$ cat src/rtl/sdi_capture_ctrl_if.sv
// Video-in and frame-buffer write-port bundle for sdi_capture_ctrl.
// The capture controller is the slave side; the video source / frame buffer is the master side.
interface sdi_capture_ctrl_if #(
    parameter int ADDR_W = 21
);
    logic              i_sync_h;
    logic              i_sync_v;
    logic [9:0]        i_y;
    logic [9:0]        i_cb;
    logic [9:0]        i_cr;
    logic              i_wr_ready;
    logic              o_wr_en;
    logic [ADDR_W-1:0] o_wr_addr;
    logic [29:0]       o_wr_data;

    modport slave (
        input  i_sync_h, i_sync_v, i_y, i_cb, i_cr, i_wr_ready,
        output o_wr_en, o_wr_addr, o_wr_data
    );

    modport master (
        output i_sync_h, i_sync_v, i_y, i_cb, i_cr, i_wr_ready,
        input  o_wr_en, o_wr_addr, o_wr_data
    );
endinterface

$ cat src/rtl/sdi_capture_ctrl.sv
// Frame-capture controller: arms on command, waits for a clean start of frame, streams
// pixels linearly into the frame buffer and polices line length, line count and back-pressure.
module sdi_capture_ctrl #(
    parameter int IMG_W  = 1920,
    parameter int IMG_H  = 1080,
    parameter int ADDR_W = 21
) (
    input  logic              i_clk,
    input  logic              i_rst,
    input  logic              i_start,
    input  logic              i_continuous,
    input  logic              i_stop,
    input  logic              i_abort,
    sdi_capture_ctrl_if.slave bus,
    output logic              o_busy,
    output logic              o_frame_done,
    output logic [7:0]        o_frame_cnt,
    output logic              o_err_len,
    output logic              o_err_short,
    output logic              o_err_ovf
);

    localparam int PW = $clog2(IMG_W + 2);
    localparam int LW = $clog2(IMG_H + 1);
    localparam logic [PW-1:0]     PIX_FULL  = PW'(IMG_W);
    localparam logic [PW-1:0]     PIX_SAT   = PW'(IMG_W + 1);
    localparam logic [LW-1:0]     LINE_FULL = LW'(IMG_H);
    localparam logic [ADDR_W-1:0] LAST_ADDR = ADDR_W'(IMG_W * IMG_H - 1);

    typedef enum logic [2:0] {IDLE, ARM, WAIT_SOF, CAPTURE, FINISH} state_e;

    state_e            state_q, state_d;
    logic              cont_q, cont_d;
    logic              stop_pend_q, stop_pend_d;
    logic [PW-1:0]     pix_cnt_q, pix_cnt_d;
    logic [LW-1:0]     line_cnt_q, line_cnt_d;
    logic [ADDR_W-1:0] addr_q, addr_d;
    logic              wr_en_q, wr_en_d;
    logic [ADDR_W-1:0] wr_addr_q, wr_addr_d;
    logic [29:0]       wr_data_q, wr_data_d;
    logic              busy_q, busy_d;
    logic              frame_done_q, frame_done_d;
    logic [7:0]        frame_cnt_q, frame_cnt_d;
    logic              err_len_q, err_len_d;
    logic              err_short_q, err_short_d;
    logic              err_ovf_q, err_ovf_d;

    // Input pipe: pixel, syncs and ready are sampled together so ready belongs to its pixel.
    logic        sh_q, sv_q, sh_prev_q, sv_prev_q, rdy_q;
    logic [29:0] px_q;
    logic        sh_fall, sv_rise, sv_fall, line_open;

    assign sh_fall   = sh_prev_q && !sh_q;
    assign sv_rise   = !sv_prev_q && sv_q;
    assign sv_fall   = sv_prev_q && !sv_q;
    assign line_open = (line_cnt_q < LINE_FULL);

    always_ff @(posedge i_clk) begin
        // NOTE: every flop, input pipe included, is cleared so no stale pixel can turn into a write after reset.
        if (i_rst) begin
            state_q      <= IDLE;
            cont_q       <= 1'b0;
            stop_pend_q  <= 1'b0;
            pix_cnt_q    <= '0;
            line_cnt_q   <= '0;
            addr_q       <= '0;
            wr_en_q      <= 1'b0;
            wr_addr_q    <= '0;
            wr_data_q    <= '0;
            busy_q       <= 1'b0;
            frame_done_q <= 1'b0;
            frame_cnt_q  <= '0;
            err_len_q    <= 1'b0;
            err_short_q  <= 1'b0;
            err_ovf_q    <= 1'b0;
            sh_q         <= 1'b0;
            sv_q         <= 1'b0;
            sh_prev_q    <= 1'b0;
            sv_prev_q    <= 1'b0;
            rdy_q        <= 1'b0;
            px_q         <= '0;
        end else begin
            // NOTE: non-blocking everywhere here so every flop sees the pre-edge value of every other.
            state_q      <= state_d;
            cont_q       <= cont_d;
            stop_pend_q  <= stop_pend_d;
            pix_cnt_q    <= pix_cnt_d;
            line_cnt_q   <= line_cnt_d;
            addr_q       <= addr_d;
            wr_en_q      <= wr_en_d;
            wr_addr_q    <= wr_addr_d;
            wr_data_q    <= wr_data_d;
            busy_q       <= busy_d;
            frame_done_q <= frame_done_d;
            frame_cnt_q  <= frame_cnt_d;
            err_len_q    <= err_len_d;
            err_short_q  <= err_short_d;
            err_ovf_q    <= err_ovf_d;
            sh_q         <= bus.i_sync_h;
            sv_q         <= bus.i_sync_v;
            sh_prev_q    <= sh_q;
            sv_prev_q    <= sv_q;
            rdy_q        <= bus.i_wr_ready;
            px_q         <= {bus.i_cr, bus.i_cb, bus.i_y};
        end
    end

    always_comb begin
        // NOTE: defaults first so no path through the case leaves a signal unassigned (no latches).
        state_d      = state_q;
        cont_d       = cont_q;
        stop_pend_d  = stop_pend_q;
        pix_cnt_d    = pix_cnt_q;
        line_cnt_d   = line_cnt_q;
        addr_d       = addr_q;
        wr_en_d      = 1'b0;
        wr_addr_d    = wr_addr_q;
        wr_data_d    = wr_data_q;
        frame_done_d = 1'b0;
        frame_cnt_d  = frame_cnt_q;
        err_len_d    = err_len_q;
        err_short_d  = err_short_q;
        err_ovf_d    = err_ovf_q;

        if (i_abort) begin
            state_d = IDLE;
        end else begin
            unique case (state_q)
                IDLE: begin
                    stop_pend_d = 1'b0;
                    if (i_start) begin
                        err_len_d   = 1'b0;
                        err_short_d = 1'b0;
                        err_ovf_d   = 1'b0;
                        frame_cnt_d = '0;
                        cont_d      = i_continuous;
                        state_d     = ARM;
                    end
                end
                ARM: begin
                    if (i_stop) begin
                        stop_pend_d = 1'b1;
                        state_d     = IDLE;
                    end else if (!sv_q) begin
                        state_d = WAIT_SOF;
                    end
                end
                WAIT_SOF: begin
                    if (i_stop) begin
                        stop_pend_d = 1'b1;
                        state_d     = IDLE;
                    end else if (sv_rise) begin
                        pix_cnt_d  = '0;
                        line_cnt_d = '0;
                        addr_d     = '0;
                        state_d    = CAPTURE;
                    end
                end
                CAPTURE: begin
                    if (i_stop) stop_pend_d = 1'b1;
                    if (sh_q && line_open) begin
                        if (pix_cnt_q != PIX_SAT) pix_cnt_d = pix_cnt_q + 1'b1;
                        if (rdy_q) begin
                            wr_en_d   = 1'b1;
                            wr_addr_d = addr_q;
                            wr_data_d = px_q;
                            if (addr_q != LAST_ADDR) addr_d = addr_q + 1'b1;
                        end else begin
                            err_ovf_d = 1'b1;
                        end
                    end
                    // Line check is resolved before the frame check so a coincident v-fall sees the final line count.
                    if (sh_fall) begin
                        if (line_open) begin
                            if (pix_cnt_q != PIX_FULL) err_len_d = 1'b1;
                            line_cnt_d = line_cnt_q + 1'b1;
                        end
                        pix_cnt_d = '0;
                    end
                    if (sv_fall) begin
                        if (line_cnt_d < LINE_FULL) err_short_d = 1'b1;
                        frame_done_d = 1'b1;
                        frame_cnt_d  = frame_cnt_q + 1'b1;
                        state_d      = FINISH;
                    end
                end
                FINISH: begin
                    state_d = (!cont_q || stop_pend_q) ? IDLE : ARM;
                end
                default: state_d = IDLE;
            endcase
        end
    end

    assign busy_d = (state_d != IDLE);

    assign bus.o_wr_en   = wr_en_q;
    assign bus.o_wr_addr = wr_addr_q;
    assign bus.o_wr_data = wr_data_q;
    assign o_busy        = busy_q;
    assign o_frame_done  = frame_done_q;
    assign o_frame_cnt   = frame_cnt_q;
    assign o_err_len     = err_len_q;
    assign o_err_short   = err_short_q;
    assign o_err_ovf     = err_ovf_q;

endmodule

$ cat src/flat_wrapper.sv
// flat-port wrapper written by rule: the top's interface ports become plain ports
module sdi_capture_ctrl_flat 
#(
    parameter int IMG_W  = 1920,
    parameter int IMG_H  = 1080,
    parameter int ADDR_W = 21
)
  (i_clk, i_rst, i_start, i_continuous, i_stop, i_abort, o_busy, o_frame_done, o_frame_cnt, o_err_len, o_err_short, o_err_ovf, bus_i_sync_h, bus_i_sync_v, bus_i_y, bus_i_cb, bus_i_cr, bus_i_wr_ready, bus_o_wr_en, bus_o_wr_addr, bus_o_wr_data);
  sdi_capture_ctrl_if #(.ADDR_W(ADDR_W)) bus_i ();
  input  logic i_clk;
  input  logic i_rst;
  input  logic i_start;
  input  logic i_continuous;
  input  logic i_stop;
  input  logic i_abort;
  output logic o_busy;
  output logic o_frame_done;
  output logic [7:0] o_frame_cnt;
  output logic o_err_len;
  output logic o_err_short;
  output logic o_err_ovf;
  input wire logic [$bits(bus_i.i_sync_h)-1:0] bus_i_sync_h;
  input wire logic [$bits(bus_i.i_sync_v)-1:0] bus_i_sync_v;
  input wire logic [$bits(bus_i.i_y)-1:0] bus_i_y;
  input wire logic [$bits(bus_i.i_cb)-1:0] bus_i_cb;
  input wire logic [$bits(bus_i.i_cr)-1:0] bus_i_cr;
  input wire logic [$bits(bus_i.i_wr_ready)-1:0] bus_i_wr_ready;
  output wire logic [$bits(bus_i.o_wr_en)-1:0] bus_o_wr_en;
  output wire logic [$bits(bus_i.o_wr_addr)-1:0] bus_o_wr_addr;
  output wire logic [$bits(bus_i.o_wr_data)-1:0] bus_o_wr_data;
  assign bus_i.i_sync_h = bus_i_sync_h;
  assign bus_i.i_sync_v = bus_i_sync_v;
  assign bus_i.i_y = bus_i_y;
  assign bus_i.i_cb = bus_i_cb;
  assign bus_i.i_cr = bus_i_cr;
  assign bus_i.i_wr_ready = bus_i_wr_ready;
  assign bus_o_wr_en = bus_i.o_wr_en;
  assign bus_o_wr_addr = bus_i.o_wr_addr;
  assign bus_o_wr_data = bus_i.o_wr_data;
  sdi_capture_ctrl #(.IMG_W(IMG_W), .IMG_H(IMG_H), .ADDR_W(ADDR_W)) u_core (.i_clk(i_clk), .i_rst(i_rst), .i_start(i_start), .i_continuous(i_continuous), .i_stop(i_stop), .i_abort(i_abort), .bus(bus_i), .o_busy(o_busy), .o_frame_done(o_frame_done), .o_frame_cnt(o_frame_cnt), .o_err_len(o_err_len), .o_err_short(o_err_short), .o_err_ovf(o_err_ovf));
endmodule
$ cat config.mk
export PLATFORM = sky130hd
export DESIGN_NAME = sdi_capture_ctrl_flat
export DESIGN_NICKNAME = d
export VERILOG_FILES = /design/src/rtl/sdi_capture_ctrl_if.sv /design/src/rtl/sdi_capture_ctrl.sv /design/src/flat_wrapper.sv
export SDC_FILE = /design/constraint.sdc
export NUM_CORES = 1
export LEC_CHECK = 0
export BUFFER_PORTS_ARGS = -buffer_cell sky130_fd_sc_hd__buf_2
export CAP_MARGIN = 20
export CORE_UTILIZATION = 50
export CTS_CLUSTER_SIZE = 24
export DETAILED_ROUTE_END_ITERATION = 10
export PLACE_DENSITY = 0.87
export SLEW_MARGIN = 15
export SYNTH_ARGS = -nofsm -noshare
export SYNTH_HDL_FRONTEND = slang
export SYNTH_SLANG_ARGS = --single-unit
$ cat constraint.sdc
create_clock -name i_clk -period 2.3 [get_ports i_clk]
set_input_delay 0.46 -clock i_clk [delete_from_list [all_inputs] [get_ports i_clk]]
set_output_delay 0.46 -clock i_clk [all_outputs]
set_load 0.01 [all_outputs]
# Word level (Yosys, flattened, before mapping)
# Index checks and enable logic that the tools add are counted.
# classes
n_mux	44
reduce_logical	27
addsub	4
magnitude_cmp	2
n_bitwise	3
n_eq_ne	22
# op_table
cell	count
$mux W21	5
$mux W11	9
$pmux W11 S2	2
$pmux W21 S2	1
$add A11 B1 Y11 const B	2
$lt A11 B11 Y1 const B	2
$ne A11 B11 Y1 const B	2
$add A21 B1 Y21 const B	1
$mux W3	7
$ne A21 B21 Y1 const B	1
$ne A2 B1 Y1 const B	10
$mux W8	2
$pmux W8 S2	1
$pmux W3 S5	1
$mux W1	12
$reduce_and A4 Y1	3
$reduce_and A6 Y1	2
$reduce_and A5 Y1	2
$add A8 B1 Y8 const B	1
$pmux W1 S2	4
$reduce_and A7 Y1	1
$eq A3 B2 Y1 const B	2
$ne A2 B2 Y1 const B	3
$ne A3 B1 Y1 const B	2
other kinds (12)	24
# word_totals
inputBits	39
out_inout_bits	65
regBits	148
wordCells	123

# Longest topological paths before layout
# Gate-level depths: netlist (run 1).
# depth
word_depth	9
mapped_depth	8
mapped_depth_nobuf	7

# Least setup slack after synthesis (run 1)
# No wires, ideal clock.
# synth_path
kind	input port to flip-flop
startpoint	input port i_abort
endpoint	register u_core.addr_q[18]
cell_stages	7
required_time_ns	2.185
setup_ns	0.115
arrival_ns	2.109
n_path_buf	1
path_slack_ns	0.076
path_cell_list	nor2_1 -> o211ai_1 -> a41oi_1 -> nand2_1 -> clkbuf_1 -> o21a_1 -> o21ba_1
# synth_between
elab_chain_cells	2
# synth_rtl
item	line	source
start: declaration	flat_wrapper.sv:15	input logic i_abort;
$not A1 Y1 (no line)	n/a	
$reduce_and A7 Y1 (no line)	n/a	
end signal: assignment	sdi_capture_ctrl.sv:89	addr_q <= addr_d;
end: declaration	sdi_capture_ctrl.sv:37	logic [ADDR_W-1:0] addr_q, addr_d;
# No other way between the ends.
# A chain may end at the register's enable or synchronous reset.

# Final worst setup path (run 1)
# layout_path
startpoint	register u_core.line_cnt_q[5]
endpoint	register u_core.pix_cnt_q[10]
# layout_between
elab_chain_cells	4
# layout_rtl
item	line	source
start: declaration	sdi_capture_ctrl.sv:36	logic [LW-1:0] line_cnt_q, line_cnt_d;
start signal: assignment	sdi_capture_ctrl.sv:88	line_cnt_q <= line_cnt_d;
$lt A11 B11 Y1	sdi_capture_ctrl.sv:56	assign line_open = (line_cnt_q < LINE_FULL);
$logic_and A1 B1 Y1	sdi_capture_ctrl.sv:161	if (sh_q && line_open) begin
$ne A3 B1 Y1 (no line)	n/a	
$reduce_and A6 Y1 (no line)	n/a	
end signal: assignment	sdi_capture_ctrl.sv:87	pix_cnt_q <= pix_cnt_d;
end: declaration	sdi_capture_ctrl.sv:35	logic [PW-1:0] pix_cnt_q, pix_cnt_d;
# No other way between the ends.

==> results of run 1 <==
==> worst max-delay path, cell delays in order (launching register included) <==
cell	delay [ns]
dfxtp_1	0.35
a31o_1	0.29
o41ai_4	0.32
nand4_4	0.14
buf_4	0.20
or3_2	0.47
nor4_1	0.20
a41o_1	0.14
==> final timing paths <==
path	startpoint	endpoint	slack, ns
worst max-delay path	u_core.line_cnt_q[5]	u_core.pix_cnt_q[10]	0.14
worst max register to register	u_core.line_cnt_q[5]	u_core.pix_cnt_q[10]	0.14
worst min register to register	u_core.px_q[2]	u_core.bus.o_wr_data[2]	0.43
worst min-delay path	bus_i_cr[2]	u_core.px_q[22]	0.25
==> cells by family after synthesis <==
| logic type | after synthesis | share of synthesized area (%) |
|---|---|---|
| fa+ha+maj | 6 | 1.26 |
| compound gates | 134 | 13.8 |
| xor+xnor | 19 | 2.79 |
| buf+inv | 50 | 3.79 |
| simple gates | 337 | 28.0 |
| flops | 148 | 49.6 |
| mux | 5 | 0.838 |
==> power by group through the flow <==
stage	combinational [µW]	sequential [µW]	clock (µW)
floorplan	99.0	2670	0
global placement	156	2680	0
detailed placement	159	2680	0
CTS	160	2620	3010
global route	176	2630	3130
finish	161	2620	2960
==> placed cells by master (no fill, tap or decap), drive strengths merged, types with 6 or more instances in the layout <==
cell type  Yosys  layout
a21oi         78      78
and3          10      10
buf           10     126
clkbuf        31      22
dfxtp        148     148
ha             6       6
inv            9      10
nand2        135     135
nand3         26      26
nand4         17      17
nor2          49      49
nor2b         38      38
nor3          12      12
o21ai         21      21
or3           18      18
xnor2          8       8
xor2          11      11
==> through the flow <==
stage	worst slack, ns	instances	cell area, µm²	TNS (ns)	hold WS [ns]
6_report	0.140	959	7370	0	0.246
4_1_cts	0.141	959	7350	0	0.236
2_1_floorplan	0.0764	699	5970	0	0.415
3_3_place_gp	0.0319	927	6710	0	0.418
5_1_grt	0.00577	959	7370	0	0.242
3_5_place_dp	-0.00272	927	6710	-0.00272	0.427
==> area by class of cell <==
cell class,count,share of cell area (%)
Timing Repair Buffer,126,10.1
Clock buffer,22,6.43
Inverter,9,0.458
Tap cell,143,2.43
Sequential cell,148,40.2
Clock inverter,10,2.31
Multi-Input combinational cell,501,38.1
==> flip-flops by register name, indices dropped and copies added (netlist names) <==
signal / count
u_core.o_err_ovf: 1
u_core.cont_q: 1
u_core.px_q: 30
u_core.bus.o_wr_en: 1
u_core.rdy_q: 1
u_core.o_err_short: 1
u_core.o_frame_done: 1
u_core.sh_prev_q: 1
u_core.sh_q: 1
u_core.pix_cnt_q: 11
u_core.sv_q: 1
u_core.addr_q: 21
u_core.o_err_len: 1
u_core.state_q: 3
u_core.bus.o_wr_addr: 21
u_core.line_cnt_q: 11
u_core.o_frame_cnt: 8
u_core.o_busy: 1
u_core.bus.o_wr_data: 30
u_core.stop_pend_q: 1
u_core.sv_prev_q: 1
==> repair_timing <==
item	CTS	global route
gates resized for setup	0	3
endpoints found under the hold margin	0	0
endpoints found under the setup margin	0	3
==> routing by layer <==
metal / part of all wire, % / wire length (µm)
met3: 5.3 / 709
met2: 50 / 6600
met4: 1.3 / 170
met1: 44 / 5790
met5: 0 / 0
==> flow_summary.yaml, run 1 <==
synthesis:
  synth.top_cell.area_share_pct: 49.6
  syn_inst: 699
  synth_top_area_cell: "dfxtp_1"
  yosysMostFrequentCell: "dfxtp_1"
  async_reset_ff_share_pct: 0
  ys_types: 63
  ys_ff_latch: 148
  synth_seq_area_share_pct: 49.6
  yosys-top-cells-area: "dfxtp_1 (50%), nand2_1 (8.5%), a21oi_1 (6.5%)"
  synth_enable_flop_cells: 0
  synthTopCellsByCount: "dfxtp_1 (148), nand2_1 (135), a21oi_1 (78)"
  synth_nets: 744
  yosys_most_used_dff: "dfxtp_1"
  syn_area_per_cell_um2: 8.55
  syn-cell-area_um2: 5970
  yosysWarnings: 0
grt:
  grt_pass1_vias: 4737
  busiest_layer: "met2"
  grt_antenna_before_repair: 0
  grt.met2_usage_pct: 36.7
  grt_pass1_wl_um: 22200
  grt_usage_pct: 22.3
  overflow: 0
  met1_usage_pct: 28.0
  use_met3_pct: 6.34
  grt_max_degree: 110
floorplan:
  io_pins: 104
  die_x_um: 111
  core_area_um2: 11500
  die_y_um: 111
  start_util_pct: 51.9
  num_rows: 39
  die-area_um2: 12400
detailed_routing:
  dr.pass1.iters: 8
  drc: 4
  drt.antenna.violating_nets: 0
  routedWlPerCell_um: 13.8
  wl_um: 13300
  drt_iter0_drc: 512
  vias: 5237
  via_per_inst: 5.46
pwr:
  powerDensity_nw_per_um2: 780
  pwr-share-clk_pct: 51.5
  p_leak_uw: 0.00290
  intPower_uw: 4590
  switching_share_pct: 20.2
  seq_power_share_pct: 45.7
  power_uw: 5750
  switchingPower_uw: 1160
  comb_power_share_pct: 2.8
  peakVddDrop_mv: 0.717
setup_path:
  critPathLaunchType: "flip-flop"
  cp_data_arrival_time_ns: 2.52
  reg2reg_depth: 7
  endpoint_kind: "flip-flop"
  crit_type: "reg2reg"
  critPathMaxFanout: 8
  required_ns: 2.66
cts:
  clk_latency_ns: 0.42
  cts_setup_buffers: 0
  cts.sinks: 148
  cts_hold_buf: 0
  cts_root_buf: "clkbuf_16"
  clock_path_buffers: 2
  htree_levels: 4
  clk_pin_slew_ns: 0.06
  cts_tree: "built"
  cts_buffers: 17
final_layout:
  final_util_pct: 64.0
  antenna_cells: 0
  drive_gt1_share_pct: 21.7
  regArea_um2: 2960
  fin_nets: 848
  area_delta_synth_final_pct: 23.4
  fillCellCount: 991
  multi_input_area_um2: 2810
timing:
  finClkSkew_ns: 0.00816
  finalSetupViolCount: 0
  period_needed_ns: 2.16
  post-route-period-util_pct: 93.9
  hold_viol: 0
  fmax_ghz: 0.463
  finalMaxSlewViolations: 0
  worstMarginPinSlew_ns: 0.473
  grt_setup_unrepaired: "no"
  relSlewSlack_pct: 68.5
run:
  drv_cap: 0
place:
  routabilityCongestion: 0.927
  hpwl_um: 8670
  portBuffers: 103
worst_hold_path:
  worstHoldPathCells: 2
  holdCritPathClass: "in2reg"
status:
  outcome: "complete, but fails checks"
  violations: "DRC"
No activity file was read; power rests on OpenSTA's default activity.
==> run 2, diff against run 1 <==
- CELL_PAD_IN_SITES_DETAIL_PLACEMENT: not set -> 0
- CELL_PAD_IN_SITES_GLOBAL_PLACEMENT: not set -> 1
- CORE_UTILIZATION: 50 -> 37
- CTS_BUF_LIST: not set -> sky130_fd_sc_hd__clkbuf_4 sky130_fd_sc_hd__clkbuf_8 sky130_fd_sc_hd__clkbuf_16
==> flow_summary.yaml, run 2 (same netlist as run 1, synthesis figures left out) <==
cts:
  cts_tree: "built"
  ctsResizeCount: 0
  clock_path_buffers: 2
  htree_levels: 4
  cts.sinks: 148
  cts_hold_buf: 0
  cts_root_buf: "clkbuf_16"
  clk_pin_slew_ns: 0.06
  cts_setup_buffers: 0
  clk_latency_ns: 0.41
  cts_buffers: 17
timing:
  worstMarginPinSlew_ns: 0.473
  finalSetupViolCount: 0
  relSlewSlack_pct: 68.2
  period_needed_ns: 2.15
  post-route-period-util_pct: 93.7
  fmax_ghz: 0.464
  finClkSkew_ns: 0.00739
  finalMaxSlewViolations: 0
  grt_setup_unrepaired: "no"
  setup_tns_ns: 0
  hold_viol: 0
floorplan:
  start_util_pct: 37.7
  die_x_um: 129
  core_area_um2: 15800
  num_rows: 46
  die_y_um: 129
  io_pins: 104
  die-area_um2: 16700
setup_path:
  cpPeakStageDelay_ns: 0.43
  critPathMaxFanout: 8
  endpoint_kind: "flip-flop"
  cp_data_arrival_time_ns: 2.49
  crit_type: "reg2reg"
  critPathSlowestCell: "o41a_2"
  required_ns: 2.64
  crit_chain: "a31o_1 > o41a_2 > o21ai_2 > buf_4 > nand4_1 > or3_1 > a21oi_1"
  critPathLaunchType: "flip-flop"
grt:
  grt_antenna_before_repair: 0
  grt_pass1_wl_um: 21800
  grt_max_degree: 72
  grt_usage_pct: 16.6
  overflow: 0
  grt_pass1_vias: 4551
run:
  drv_cap: 0
detailed_routing:
  via_per_inst: 4.89
  drt_iter0_drc: 331
  drc: 0
  vias: 5095
  dr.pass1.iters: 5
  drt.antenna.violating_nets: 0
  routedWlPerCell_um: 12.7
  wl_um: 13200
final_layout:
  drive_gt1_share_pct: 22.7
  final_common_cell: "dfxtp_1"
  antenna_cells: 0
  mostFrequentLayoutCells: "dfxtp_1 (148), nand2_1 (135), buf_2 (102), a21oi_1 (78), nor2_1 (47)"
  area_delta_synth_final_pct: 25.3
  fin_nets: 858
  fillCellCount: 1549
place:
  routabilityCongestion: 0.876
  hpwl_um: 8900
  portBuffers: 103
pwr:
  powerDensity_nw_per_um2: 749
  p_leak_uw: 0.00293
  power_uw: 5600
  peakVddDrop_mv: 0.496
worst_hold_path:
  holdCritPathClass: "in2reg"
status:
  outcome: "finished, final reports clean"
==> run 2: changes by cell type in the layout (fill, tap and decap cells not counted), moves of 2 or more <==
cell	change
buf_4	+10
clkbuf_1	-2
clkbuf_4	+2
clkbuf_8	-2
clkinv_2	+2
clkinv_4	-2
inv_6	+2
==> run 2: worst paths after layout <==
path	to	from	slack, ns	depth (start not counted)
min reg2reg	u_core.bus.o_wr_data[0]	u_core.px_q[0]	0.43	2
max reg2reg	u_core.addr_q[19]	u_core.line_cnt_q[5]	0.15	7
max	u_core.addr_q[19]	u_core.line_cnt_q[5]	0.15	7
min	u_core.sv_q	bus_i_sync_v	0.25	2
==> run 2: metrics by stage <==
step                      instance area [µm²]  cells  util [%]  setup slack [ns]  hold slack (ns)
after CTS                                7480   1041      47.3             0.150            0.232
after floorplan                          5970    699         -            0.0764            0.415
after detailed placement                 6880   1010      43.4            0.0262            0.426
after global placement                   6880   1010      43.4             0.104            0.419
after global routing                     7480   1041      47.3           0.00617            0.239
final                                    7480   1041      47.3             0.146            0.251
==> run 2: cell type report <==
cell class / count / area, µm² / area share [%]
inverters: 9 / 33.8 / 0.451
well taps: 216 / 270 / 3.61
clock inverters: 11 / 150 / 2.01
repair buffers: 136 / 816 / 10.9
multi-input cells: 501 / 2800 / 37.4
clock buffers: 20 / 454 / 6.07
flip-flops and latches: 148 / 2960 / 39.6
==> run 2: per-layer routing <==
metal	up-vias	global-route usage [%]	part of all wire [%]
met5	-	0	0
met4	0	5.05	0.95
met3	10	4.87	3.9
met2	94	26.6	47
met1	2345	21.4	48
li1	2646	-	-
==> run 2: where the power goes <==
| group | switching (µW) | internal [µW] | leakage [µW] | total [µW] |
|---|---|---|---|---|
| clock network | 1050 | 1760 | 0.000294 | 2810 |
| registers | 19.8 | 2600 | 0.00120 | 2620 |
| logic | 88.1 | 78.3 | 0.00144 | 166 |
==> run 2: critical path, delay by kind of cell (launching register included) <==
family | cells | cell delay [ns]
DFF | 1 | 0.35
AOI/OAI and AO/OA | 4 | 1.07
buffers and inverters | 1 | 0.19
and+or+nand+nor | 2 | 0.47
